## src/rtl/pipe_reg_hs.sv

```systemverilog
// Pipeline register with valid/ready handshake and a two-entry skid buffer.
// Ready and valid are decoded from state only, so nothing ripples from downstream to upstream.
module pipe_reg_hs #(
  parameter int          N         = 64,
  parameter logic [N-1:0] RESET_VAL = '0
) (
  input  logic         clk,
  input  logic         reset_n,
  input  logic         in_valid,
  output logic         in_ready,
  input  logic [N-1:0] in_data,
  output logic         out_valid,
  input  logic         out_ready,
  output logic [N-1:0] out_data,
  input  logic         flush,
  output logic [1:0]   count
);

  typedef enum logic [1:0] {
    EMPTY = 2'd0,
    ONE   = 2'd1,
    FULL  = 2'd2
  } state_t;

  state_t       state;
  state_t       state_nx;
  logic [N-1:0] main_q;
  logic [N-1:0] main_nx;
  logic [N-1:0] skid_q;
  logic [N-1:0] skid_nx;
  logic         accept;
  logic         pop;

  assign accept = in_valid & in_ready;
  assign pop    = out_valid & out_ready;
  assign out_data = main_q;

  // Handshake outputs depend on the state register alone.
  always_comb begin
    in_ready  = 1'b1;
    out_valid = 1'b0;
    count     = 2'd0;
    unique case (state)
      EMPTY: begin
        in_ready  = 1'b1;
        out_valid = 1'b0;
        count     = 2'd0;
      end
      ONE: begin
        in_ready  = 1'b1;
        out_valid = 1'b1;
        count     = 2'd1;
      end
      FULL: begin
        in_ready  = 1'b0;
        out_valid = 1'b1;
        count     = 2'd2;
      end
      default: begin
        in_ready  = 1'b1;
        out_valid = 1'b0;
        count     = 2'd0;
      end
    endcase
  end

  // Next state and data loads; flush squashes occupancy but keeps data.
  always_comb begin
    state_nx = state;
    main_nx  = main_q;
    skid_nx  = skid_q;
    if (flush) begin
      state_nx = EMPTY;
    end else begin
      unique case (state)
        EMPTY: begin
          if (accept) begin
            state_nx = ONE;
            main_nx  = in_data;
          end
        end
        ONE: begin
          if (accept && pop) begin
            main_nx = in_data;
          end else if (accept) begin
            state_nx = FULL;
            skid_nx  = in_data;
          end else if (pop) begin
            state_nx = EMPTY;
          end
        end
        FULL: begin
          if (pop) begin
            state_nx = ONE;
            main_nx  = skid_q;
          end
        end
        default: begin
          state_nx = EMPTY;
        end
      endcase
    end
  end

  // State and storage registers with asynchronous reset.
  always_ff @(posedge clk or negedge reset_n) begin
    if (!reset_n) begin
      state  <= EMPTY;
      main_q <= RESET_VAL;
      skid_q <= '0;
    end else begin
      state  <= state_nx;
      main_q <= main_nx;
      skid_q <= skid_nx;
    end
  end

endmodule

```

## config.mk

```make
export PLATFORM = sky130hd
export DESIGN_NAME = pipe_reg_hs
export DESIGN_NICKNAME = d
export VERILOG_FILES = /design/src/rtl/pipe_reg_hs.sv
export SDC_FILE = /design/constraint.sdc
export NUM_CORES = 1
export LEC_CHECK = 0
export CAP_MARGIN = 15
export CORE_MARGIN = 2
export CORE_UTILIZATION = 51
export CTS_BUF_LIST = sky130_fd_sc_hd__clkbuf_4
export CTS_CLUSTER_DIAMETER = 200
export DETAILED_ROUTE_END_ITERATION = 7
export PLACE_DENSITY = 0.82
export SYNTH_ARGS = -nofsm -noshare
export SYNTH_HDL_FRONTEND = slang
export SYNTH_SLANG_ARGS = --single-unit
```

## constraint.sdc

```tcl
create_clock -name clk -period 2.7 [get_ports clk]
set_input_delay 0.405 -clock clk [delete_from_list [all_inputs] [get_ports clk]]
set_output_delay 0.405 -clock clk [all_outputs]
set_load 0.005 [all_outputs]
```

==> results of run 1 <==
-- worst register-to-register path, delay by kind of cell, from the launching register on --
family                     cells  cell delay [ns]
and+or+nand+nor                2             0.40
AOI/OAI and AO/OA              1             0.39
buffers and inverters          2             0.35
muxes                          1             0.39
adders and majority gates      1             0.36
DFF                            1             0.41
-- layer usage --
layer / part of all wire (%) / vias up / track usage, %
met3: 5.5 / 14 / 7.052
met1: 42 / 1942 / 25.90
li1: - / 1816 / -
met4: 1.9 / 0 / 6.960
met2: 50 / 97 / 34.64
met5: 0 / - / 0
-- kinds of logic after synthesis --
logic type               share of synthesized area (%)
AO/OA/AOI/OAI                                    7.033
adder cells (fa/ha/maj)                         0.9017
buffers and inverters                            3.516
flip-flops                                       58.61
multiplexers                                     24.53
AND/OR/NAND/NOR                                  5.410
-- timing repair --
item	CTS	global route
gates resized for setup	0	0
endpoints found under the setup margin	0	0
endpoints found under the hold margin	43	0
hold buffers	1	0
-- registers in the layout (all words and copies together) (netlist names) --
signal	cells
skid_q	64
state	2
out_data	64
-- power groups by stage --
stage	combinational, mW	sequential (mW)	clock [mW]
2_1_floorplan	1.51	3.38	0
3_3_place_gp	2.86	3.38	0
3_5_place_dp	2.97	3.44	0
4_1_cts	2.98	3.40	1.49
5_1_grt	3.22	3.52	1.59
6_report	2.94	3.40	1.46
-- placed cells by master, fill, tap and decap left out, types with 2 or more instances in the layout --
master / Yosys / layout
a21oi_1: 66 / 66
clkdlybuf4s50_1: 0 / 135
buf_12: 0 / 6
clkinvlp_4: 0 / 5
ha_1: 4 / 3
mux2i_1: 64 / 64
nor2_1: 66 / 66
clkinv_2: 0 / 2
clkinv_4: 0 / 2
bufinv_16: 0 / 4
inv_1: 4 / 4
buf_4: 6 / 3
clkbuf_4: 0 / 18
dfrtp_1: 130 / 130
mux2_2: 64 / 64
-- layout make-up --
type | instances | area (um^2) | share of cell area (%)
Tap cell | 140 | 175.2 | 2.366
Inverter | 4 | 15.01 | 0.2028
Sequential cell | 130 | 3253 | 43.94
Clock inverter | 14 | 188.9 | 2.552
Multi-Input combinational cell | 278 | 2132 | 28.80
Clock buffer | 18 | 135.1 | 1.825
Timing Repair Buffer | 145 | 1504 | 20.31
-- path summary, 6_finish.rpt --
check                                           end  slack [ns]                   start
min reg2reg                  skid_q[52]$_DFFE_PN0P_        0.51  skid_q[52]$_DFFE_PN0P_
min                        out_data[12]$_DFFE_PN0P_        0.45                 reset_n
min in group clk             skid_q[52]$_DFFE_PN0P_        0.51  skid_q[52]$_DFFE_PN0P_
max reg2reg                  skid_q[10]$_DFFE_PN0P_        0.29    state[0]$_DFFE_PN0P_
max in group asynchronous  out_data[40]$_DFFE_PN0P_        1.60                 reset_n
max                          skid_q[10]$_DFFE_PN0P_        0.29    state[0]$_DFFE_PN0P_
==> summary.txt, run 1 <==
Logic synthesis
  • Post-synthesis net count: around 510
  • Post-synth design cell area: 5550 um^2
  • Asr flop ratio synth: 100.0%
  • Yosys warns: 0
  • Most frequent cell after synthesis: dfrtp_1
  • Number of distinct library cells after synthesis: 25
  • Post-synth top area cell: dfrtp_1
  • Post-synthesis cell count: ~440
  • Sequential area share after synthesis: between 50% and 60%
  • Synthesized area per cell: between 10 and 15 um^2
  • Post-synth top flop: dfrtp_1
  • Synth cell count leaders: dfrtp_1, a21oi_1, nor2_1
  • Number of synthesized flops with an enable pin: 0
  • #FFs+latches synth: between 100 and 150
  • Post-synth top area share: about 59%
  • Synth area leaders: dfrtp_1, mux2_2, mux2i_1, a21oi_1, nor2_1

Worst hold path
  • Worst min-delay path class: input pin to async pin

Clocking
  • Postcts setup bufs: 0
  • Clock latency at the later pin of the worst-skew pair: roughly 0.52 ns
  • Reg clk slew, reported paths: around 0.11 ns
  • CTS root buf: clkbuf_4
  • Clock Path Buffers: 2
  • TritonCTS Buffers: 17
  • Clk sink count: 130
  • H-tree depth: 4
  • CTS tree: yes

GRT
  • Initial antenna violation count: 0
  • Grt ovf: 0
  • Tot GR Track Use: 20.92%
  • Pin count of the biggest net entering global routing: ~70
  • First-pass GRT wire length: 18910 um
  • Vias in the first global route: a little under 4000

Floorplanning
  • Site row count: 38
  • Die height: 108.3 um
  • Die Width: roughly 110 um
  • Num ports: 137
  • Die area: roughly 12000 um^2
  • CORE AREA: 10750 um^2
  • Initial Util: about half

Power
  • Pleak: 2.942 nW
  • Combinational share of power: a little under two fifths
  • Psw: roughly 2.4 mW
  • Clock share of power: 18.7%
  • Overall power: approximately 7.8 mW
  • Register share of total power: between 40% and 50%
  • Maximum VDD drop: roughly 0.49 mV
  • Int Pwr: between 5 and 6 mW
  • PwrDens: roughly 1100 nW/um^2
  • Sw Share: between 30% and 40%

Final layout
  • # diodes: 0
  • Layout area overhead: 33.39%
  • Final net count: roughly 650
  • Core Util, Final: approximately 69%
  • Fillers: between 800 and 900
  • Finished Cell Area: approximately 7400 um^2
  • Fraction of layout cells with a size suffix above 1: between 10% and 20%
  • Non-filler cells in the finished layout: between 700 and 800

Drt
  • WL/cell: about 16 um
  • First drt pass iteration count: 4
  • Post-route ant nets: 0
  • Vias: ~3900
  • DRC Markers: 0
  • DR vias/cell: around 5.3
  • Starting DRT DRC Count: about 210
  • Routed WL: ~12000 um

Placed design
  • Dpl cells: a little under 700
  • Dpl hpwl: a little under 8000 um
  • Pre-CTS setup slack: around 0.19 ns
  • Placed instance area: 7069 um^2
  • I/O Buffers: 136
  • GPL Wtd Cong: 0.7377

Critical path
  • Max incr delay on CP: just over 0.4 ns
  • Largest delay contributor family on the critical path: flip-flops
  • Crit path arrival time: around 2.8 ns
  • Critical Path Start Type: flip-flop
  • CP endpoint kind: flip-flop
  • CP Depth: 7
  • Worst reg2reg path depth: 7
  • Critical path type: flip-flop to flip-flop
  • CP bufs+invs: 2
  • Crit Path Max Fanout: 37
  • WP data required: just over 3 ns
  • CP Cell Sequence: inv_1, ha_1, a21boi_0, nand3_1, nor2_4, buf_12, mux2_2
  • Slowest CP cell: dfrtp_1

Outcome
  • Outcome: finished clean

Timing
  • Final hold vios: 0
  • Crit share post-route: between 80 and 90%
  • # setup viols final: 0
  • Max-slew violations: 0
  • Max Clock Freq: around 420 MHz
  • Fin Hold WS: 0.4481 ns
  • Setup TNS: 0 ns
  • Final WS setup: 0.2934 ns
  • Relative slew slack: between 50 and 60%
  • Final min period: roughly 2.4 ns
  • Final Skew: about 0.015 ns
  • RSZ-0062 raised after global routing: false
  • Actual slew at the worst max-slew pin: 0.6326 ns

Run
  • Max cap viols: 0
Power figures use the tool's default switching activity.
==> inputs of run 2 (changes only) <==
ABC_AREA = 1   (was not set)
CORE_UTILIZATION = 52   (was 51)
PLACE_DENSITY = 0.83   (was 0.82)
==> run 2 against run 1 <==
Compared with the run above: clock skew rose by 0.0035 ns; final cell count grew 37%; register-to-register slack improved by 0.24 ns; synthesized cell count grew 66%; wire length grew 22%; clock power shrank 14%; hold slack improved by 0.00098 ns; critical path type is now flip-flop to primary output.
==> summary.txt, run 2 <==
Critical path
  • R2R setup slack: 0.53 ns (+0.24 ns)
  • Max incr delay on CP: 0.55 ns (+0.14 ns)
  • Critical Path Start Type: flip-flop
  • Largest delay contributor family on the critical path: buffers and inverters
  • WP data required: 2.30 ns (-0.81 ns)
  • Crit path arrival time: 2.05 ns (-0.76 ns)
  • Critical path type: flip-flop to primary output
  • Slowest CP cell: clkdlybuf4s50_1
  • Crit Path Max Fanout: 17 (-54%)
  • CP Cell Sequence: inv_1, ha_1, clkinv_2, clkdlybuf4s50_1
  • Worst reg2reg path depth: 8 (+1)
  • CP endpoint kind: primary output
  • Reg-to-reg startpoint: state[0]$_DFFE_PN0P_
  • FF-to-FF End: out_data[22]$_DFFE_PN0P_
  • CP bufs+invs: 3 (+1)

Floorplanning
  • Die Width: 110.8 um (+2.3%)
  • Num ports: 137 (unchanged)
  • Die height: 110.8 um (+2.3%)
  • Site row count: 38 (unchanged)
  • CORE AREA: 10980 um^2 (+2.2%)
  • Die area: 12270 um^2 (+4.6%)
  • Initial Util: 53.99% (+2.3 points)

Timing
  • Final min period: 2.451 ns (+0.04454 ns)
  • RSZ-0062 raised after global routing: false
  • Actual slew at the worst max-slew pin: 0.6749 ns (+0.04232 ns)
  • Final WS setup: 0.2488 ns (-0.04453 ns)
  • Max-slew violations: 0 (unchanged)
  • # setup viols final: 0 (unchanged)
  • Max Clock Freq: 408.0 MHz (-1.8%)
  • Crit share post-route: 90.78% (+1.6 points)
  • Final hold vios: 0 (unchanged)
  • Relative slew slack: 55.01% (-2.8 points)
  • Setup TNS: 0 ns (unchanged)
  • Final Skew: 0.01829 ns (+0.003468 ns)

Logic synthesis
  • Post-synth top area share: 54.86% (-3.7 points)
  • Yosys warns: 0 (unchanged)
  • Post-synth top area cell: dfrtp_1
  • Synth cell count leaders: nand2_1, dfrtp_1, o21ai_0
  • Number of distinct library cells after synthesis: 16 (-36%)
  • Synth area leaders: dfrtp_1, nand2_1, o21ai_0, nand3_1, inv_1
  • Sequential area share after synthesis: 54.86% (-3.7 points)
  • Synthesized area per cell: 8.156 um^2 (-35%)
  • Most frequent cell after synthesis: nand2_1
  • Number of synthesized flops with an enable pin: 0 (unchanged)
  • Post-synth design cell area: 5929 um^2 (+6.8%)
  • Asr flop ratio synth: 100.0% (unchanged)
  • Post-synth top flop: dfrtp_1
  • Post-synthesis cell count: 727 (+66%)
  • #FFs+latches synth: 130 (unchanged)
  • Post-synthesis net count: 800 (+56%)

Clocking
  • Reg clk slew, reported paths: 0.11 ns (about the same)
  • Clk sink count: 130 (unchanged)
  • Post-cts sizing count: 0 (unchanged)
  • Clock Path Buffers: 2 (unchanged)
  • CTS Hold Bufs: 1 (unchanged)
  • Clock latency at the later pin of the worst-skew pair: 0.50 ns (-0.02 ns)
  • Postcts setup bufs: 0 (unchanged)
  • H-tree depth: 4 (unchanged)
  • TritonCTS Buffers: 17 (unchanged)
  • CTS root buf: clkbuf_4
  • CTS tree: yes

Drt
  • Starting DRT DRC Count: 396 (+91%)
  • Vias: 5168 (+34%)
  • First drt pass iteration count: 6 (+2)
  • DRC Markers: 0 (unchanged)
  • Post-route ant nets: 0 (unchanged)
  • DR vias/cell: 5.173 (-2.5%)
  • Routed WL: 14070 um (+22%)
  • WL/cell: 14.08 um (-11%)

Power
  • PwrDens: 1013 nW/um^2 (-3.8%)
  • Maximum VDD drop: 0.5694 mV (+17%)
  • Pleak: 3.741 nW (+27%)

GRT
  • Grt ovf: 0 (unchanged)
  • First-pass GRT wire length: 24210 um (+28%)
  • Initial antenna violation count: 0 (unchanged)
  • Tot GR Track Use: 23.99% (+3.1 points)
  • Vias in the first global route: 5045 (+29%)
  • Pin count of the biggest net entering global routing: 79 (+14%)

Placed design
  • Dpl hpwl: 9379 um (+20%)
  • I/O Buffers: 136 (unchanged)
  • GPL Wtd Cong: 0.8274 (+12%)
  • Pre-CTS setup slack: 0.4206 ns (+0.2327 ns)

Final layout
  • Core Util, Final: 68.76% (-0.14 points)
  • Commonest cells after routing, fill and taps aside: nand2_1, clkdlybuf4s50_1, dfrtp_1
  • Final net count: 919 (+42%)
  • Fraction of layout cells with a size suffix above 1: 5.588% (-13 points)
  • # diodes: 0 (unchanged)
  • Layout area overhead: 27.37%
  • Commonest non-fill, non-tap cell in the layout: nand2_1

Worst hold path
  • Worst min-delay path class: input pin to async pin

Outcome
  • Outcome: finished clean

Run
  • Max cap viols: 0 (unchanged)
-- run 2: final cells by class --
cell class / instances / area (um^2)
fillers: 866 / 3431
multi-input cells: 478 / 2096
inverters: 71 / 267.8
flip-flops and latches: 130 / 3253
well taps: 140 / 175.2
clock inverters: 15 / 143.9
repair buffers: 148 / 1489
clock buffers: 17 / 127.6
-- run 2: cell families after synthesis --
kind of cell / count (synthesis) / synth area share [%]
DFF: 130 / 54.86
buffers and inverters: 119 / 9.939
adders and majority gates: 4 / 0.8441
and+or+nand+nor: 342 / 23.21
AOI/OAI and AO/OA: 132 / 11.14
-- run 2: metrics by stage --
stage / hold slack (ns) / cells / area [um^2] / power (mW)
3_5_place_dp: 0.4589 / 966 / 7271 / 6.433
4_1_cts: 0.4219 / 999 / 7552 / 7.700
5_1_grt: 0.4323 / 999 / 7552 / 8.265
3_3_place_gp: 0.4518 / 966 / 7271 / 6.283
2_1_floorplan: 0.1094 / 727 / 5929 / 4.936
6_report: 0.4491 / 999 / 7552 / 7.652
-- run 2: worst max path at each step --
stage,from,endpoint,cells past startpoint
final,state[0]$_DFFE_PN0P_,in_ready,4
after global routing,state[0]$_DFFE_PN0P_,in_ready,4
after CTS,state[0]$_DFFE_PN0P_,in_ready,4
after detailed placement,out_ready,out_data[18]$_DFFE_PN0P_,9
after global placement,out_ready,out_data[33]$_DFFE_PN0P_,9
after floorplan,state[0]$_DFFE_PN0P_,skid_q[10]$_DFFE_PN0P_,8
-- run 2: worst register-to-register path, cell delays in order, from the launching register on --
cell and delay (ns):
dfrtp_1 0.42, inv_1 0.08, ha_1 0.25, clkinv_2 0.20
nand2_1 0.17, nand2_2 0.12, buf_4 0.54, nand3_1 0.22
nand2_1 0.11
-- run 2: per-layer routing --
layer | GRT usage [%] | part of all wire, % | vias up
met1 | 32.35 | 42 | 2436
met4 | 7.167 | 1.4 | 0
met5 | 0 | 0 | -
met2 | 38.85 | 49 | 188
met3 | 5.796 | 7.0 | 16
li1 | - | - | 2528
-- run 2: power by group --
group | leakage, nW | internal [mW] | switching [mW] | total [mW]
sequential | 1.60 | 2.87 | 0.415 | 3.29
clock | 0.137 | 0.538 | 0.716 | 1.25
combinational | 2.00 | 1.51 | 1.60 | 3.11
total | 3.74 | 4.92 | 2.73 | 7.65
==> inputs of run 3 (changes only) <==
CORE_MARGIN = not set   (was 2)
==> run 3 against run 2 <==
Compared with the run above: wire length increased by 3.8%; count of clock-buffer cells in the layout grew 2; hold slack worse by 0.092 ns; sequential cell count is the same; worst setup slack improved by 0.052 ns; critical endpoint unchanged.
==> summary.txt, run 3 (synthesized netlist as in run 2, its figures left out) <==
Outcome
  • Outcome: finished clean

Floorplanning
  • CORE AREA: 10980 um^2 (unchanged)
  • Die Width: 108.8 um (-1.8%)
  • Die area: 11830 um^2 (-3.6%)
  • Site row count: 38 (unchanged)
  • Num ports: 137 (unchanged)
  • Die height: 108.8 um (-1.8%)
  • Initial Util: 53.99% (unchanged)

Final layout
  • Non-filler cells in the finished layout: 999 (unchanged)
  • Finished Cell Area: 7566 um^2 (+0.18%)
  • Fillers: 849 (-2.0%)
  • Commonest non-fill, non-tap cell in the layout: nand2_1
  • Commonest cells after routing, fill and taps aside: nand2_1, clkdlybuf4s50_1, dfrtp_1
  • Final net count: 919 (unchanged)
  • Layout area overhead: 27.60%
  • Fraction of layout cells with a size suffix above 1: 5.239% (-0.35 points)
  • # diodes: 0 (unchanged)

Drt
  • WL/cell: 14.62 um (+3.8%)
  • First drt pass iteration count: 5 (-1)
  • Vias: 5305 (+2.7%)
  • DR vias/cell: 5.310 (+2.7%)
  • Post-route ant nets: 0 (unchanged)
  • Routed WL: 14610 um (+3.8%)
  • Starting DRT DRC Count: 364 (-8.1%)
  • DRC Markers: 0 (unchanged)

Clocking
  • Clk sink count: 130 (unchanged)
  • TritonCTS Buffers: 17 (unchanged)
  • Post-cts sizing count: 0 (unchanged)
  • Reg clk slew, reported paths: 0.11 ns (about the same)
  • CTS tree: yes
  • CTS root buf: clkbuf_4
  • Clock Path Buffers: 2 (unchanged)
  • H-tree depth: 4 (unchanged)
  • Clock latency at the later pin of the worst-skew pair: 0.53 ns (+0.03 ns)

Power
  • PwrDens: 1031 nW/um^2 (+1.8%)
  • Maximum VDD drop: 0.6161 mV (+8.2%)
  • Pleak: 3.753 nW (+0.32%)

Timing
  • Actual slew at the worst max-slew pin: 0.6220 ns (-0.05285 ns)
  • Fin Hold WS: 0.3575 ns (-0.09161 ns)
  • Max-slew violations: 0 (unchanged)
  • Setup TNS: 0 ns (unchanged)
  • RSZ-0062 raised after global routing: false
  • Final min period: 2.399 ns (-0.05207 ns)
  • Crit share post-route: 88.86% (-1.9 points)
  • Relative slew slack: 58.53% (+3.5 points)
  • Final hold vios: 0 (unchanged)
  • Max Clock Freq: 416.8 MHz (+2.2%)
  • Final Skew: 0.02157 ns (+0.003277 ns)
  • # setup viols final: 0 (unchanged)

Placed design
  • Dpl hpwl: 9509 um (+1.4%)
  • GPL Wtd Cong: 0.8546 (+3.3%)
  • Placed instance area: 7271 um^2 (unchanged)
  • I/O Buffers: 136 (unchanged)
  • Dpl cells: 966 (unchanged)

Critical path
  • CP endpoint kind: primary output
  • Critical Path Start Type: flip-flop
  • WP data required: 2.30 ns (about the same)
  • Critical path type: flip-flop to primary output
  • Worst reg2reg path depth: 8 (unchanged)
  • Max incr delay on CP: 0.58 ns (+0.03 ns)
  • Crit path arrival time: 1.99 ns (-0.06 ns)
  • CP bufs+invs: 3 (unchanged)
  • CP Cell Sequence: inv_1, ha_1, clkinv_2, clkdlybuf4s50_1
  • FF-to-FF End: skid_q[26]$_DFFE_PN0P_
  • Reg-to-reg startpoint: state[1]$_DFFE_PN0P_
  • Slowest CP cell: clkdlybuf4s50_1
  • Crit Path Max Fanout: 9 (-8)
  • Largest delay contributor family on the critical path: buffers and inverters
  • R2R setup slack: 0.55 ns (+0.02 ns)

GRT
  • Vias in the first global route: 5338 (+5.8%)
  • GR peak layer: met2
  • Pin count of the biggest net entering global routing: 75 (-5.1%)
  • Tot GR Track Use: 26.53% (+2.5 points)
  • Grt met1 use: 33.17% (+0.83 points)
  • Grt ovf: 0 (unchanged)
  • Met2 global-route usage: 44.71% (+5.9 points)
  • Initial antenna violation count: 0 (unchanged)
  • First-pass GRT wire length: 24070 um (-0.57%)
  • Met3 global-route usage: 5.081% (-0.71 points)

Run
  • Max cap viols: 0 (unchanged)

Worst hold path
  • Worst min-delay path class: input pin to async pin
==> run 3: cell count changes in the layout (fill, tap and decap cells not counted) <==
cell        before  now
clkbuf_4        17   19
clkinv_2         6    4
bufinv_16        2    3
clkinvlp_4       5    3
clkinv_1         1    4
clkinv_4         2    0
==> run 3: final cells by class <==
cell class,instances,area [um^2],area share [%]
Clock buffer,19,142.6,1.885
Clock inverter,13,142.6,1.885
Inverter,71,267.8,3.539
Multi-Input combinational cell,478,2096,27.70
Sequential cell,130,3253,43.00
Tap cell,140,175.2,2.315
Timing Repair Buffer,148,1489,19.68
==> run 3: worst max-delay path by stage <==
stage / startpoint / endpoint / slack, ns / cells past startpoint
final: state[0]$_DFFE_PN0P_ / in_ready / 0.30 / 4
after global routing: state[0]$_DFFE_PN0P_ / in_ready / 0.23 / 4
after CTS: state[0]$_DFFE_PN0P_ / in_ready / 0.29 / 4
after detailed placement: out_ready / out_data[24]$_DFFE_PN0P_ / 0.53 / 9
after global placement: out_ready / out_data[6]$_DFFE_PN0P_ / 0.61 / 9
after floorplan: state[0]$_DFFE_PN0P_ / skid_q[10]$_DFFE_PN0P_ / 1.12 / 8
==> run 3: worst register-to-register path: cells and delay by family, from the launching register on <==
kind / cells / cell delay (ns)
AOI/OAI and AO/OA: 1 / 0.12
adders and majority gates: 1 / 0.30
buffers and inverters: 2 / 0.59
DFF: 1 / 0.45
and+or+nand+nor: 4 / 0.61
==> run 3: power by group <==
part | total, mW | leakage, nW | switching, mW | internal [mW]
combinational | 3.13 | 2.00 | 1.62 | 1.51
clock | 1.35 | 0.148 | 0.704 | 0.645
sequential | 3.32 | 1.60 | 0.441 | 2.88
==> run 3: timing repair <==
action                    in CTS  in global routing
hold buffers                   1                  0
hold endpoints to repair      31                  0
buffers inserted               0                  0
==> run 3: layer usage <==
| metal | wire [um] | vias to the layer above |
|---|---|---|
| met3 | 926 | 37 |
| li1 | - | 2529 |
| met5 | 0 | - |
| met1 | 6010 | 2523 |
| met2 | 7301 | 216 |
| met4 | 368 | 0 |
==> run 3: per-stage QoR <==
stage          power, mW  util, %  setup WS [ns]
5_1_grt            8.377    68.89         0.2256
4_1_cts            7.837    68.89         0.2909
6_report           7.800    68.89         0.3009
3_3_place_gp       6.285    66.20         0.6063
2_1_floorplan      4.936        -          1.125
3_5_place_dp       6.476    66.20         0.5285
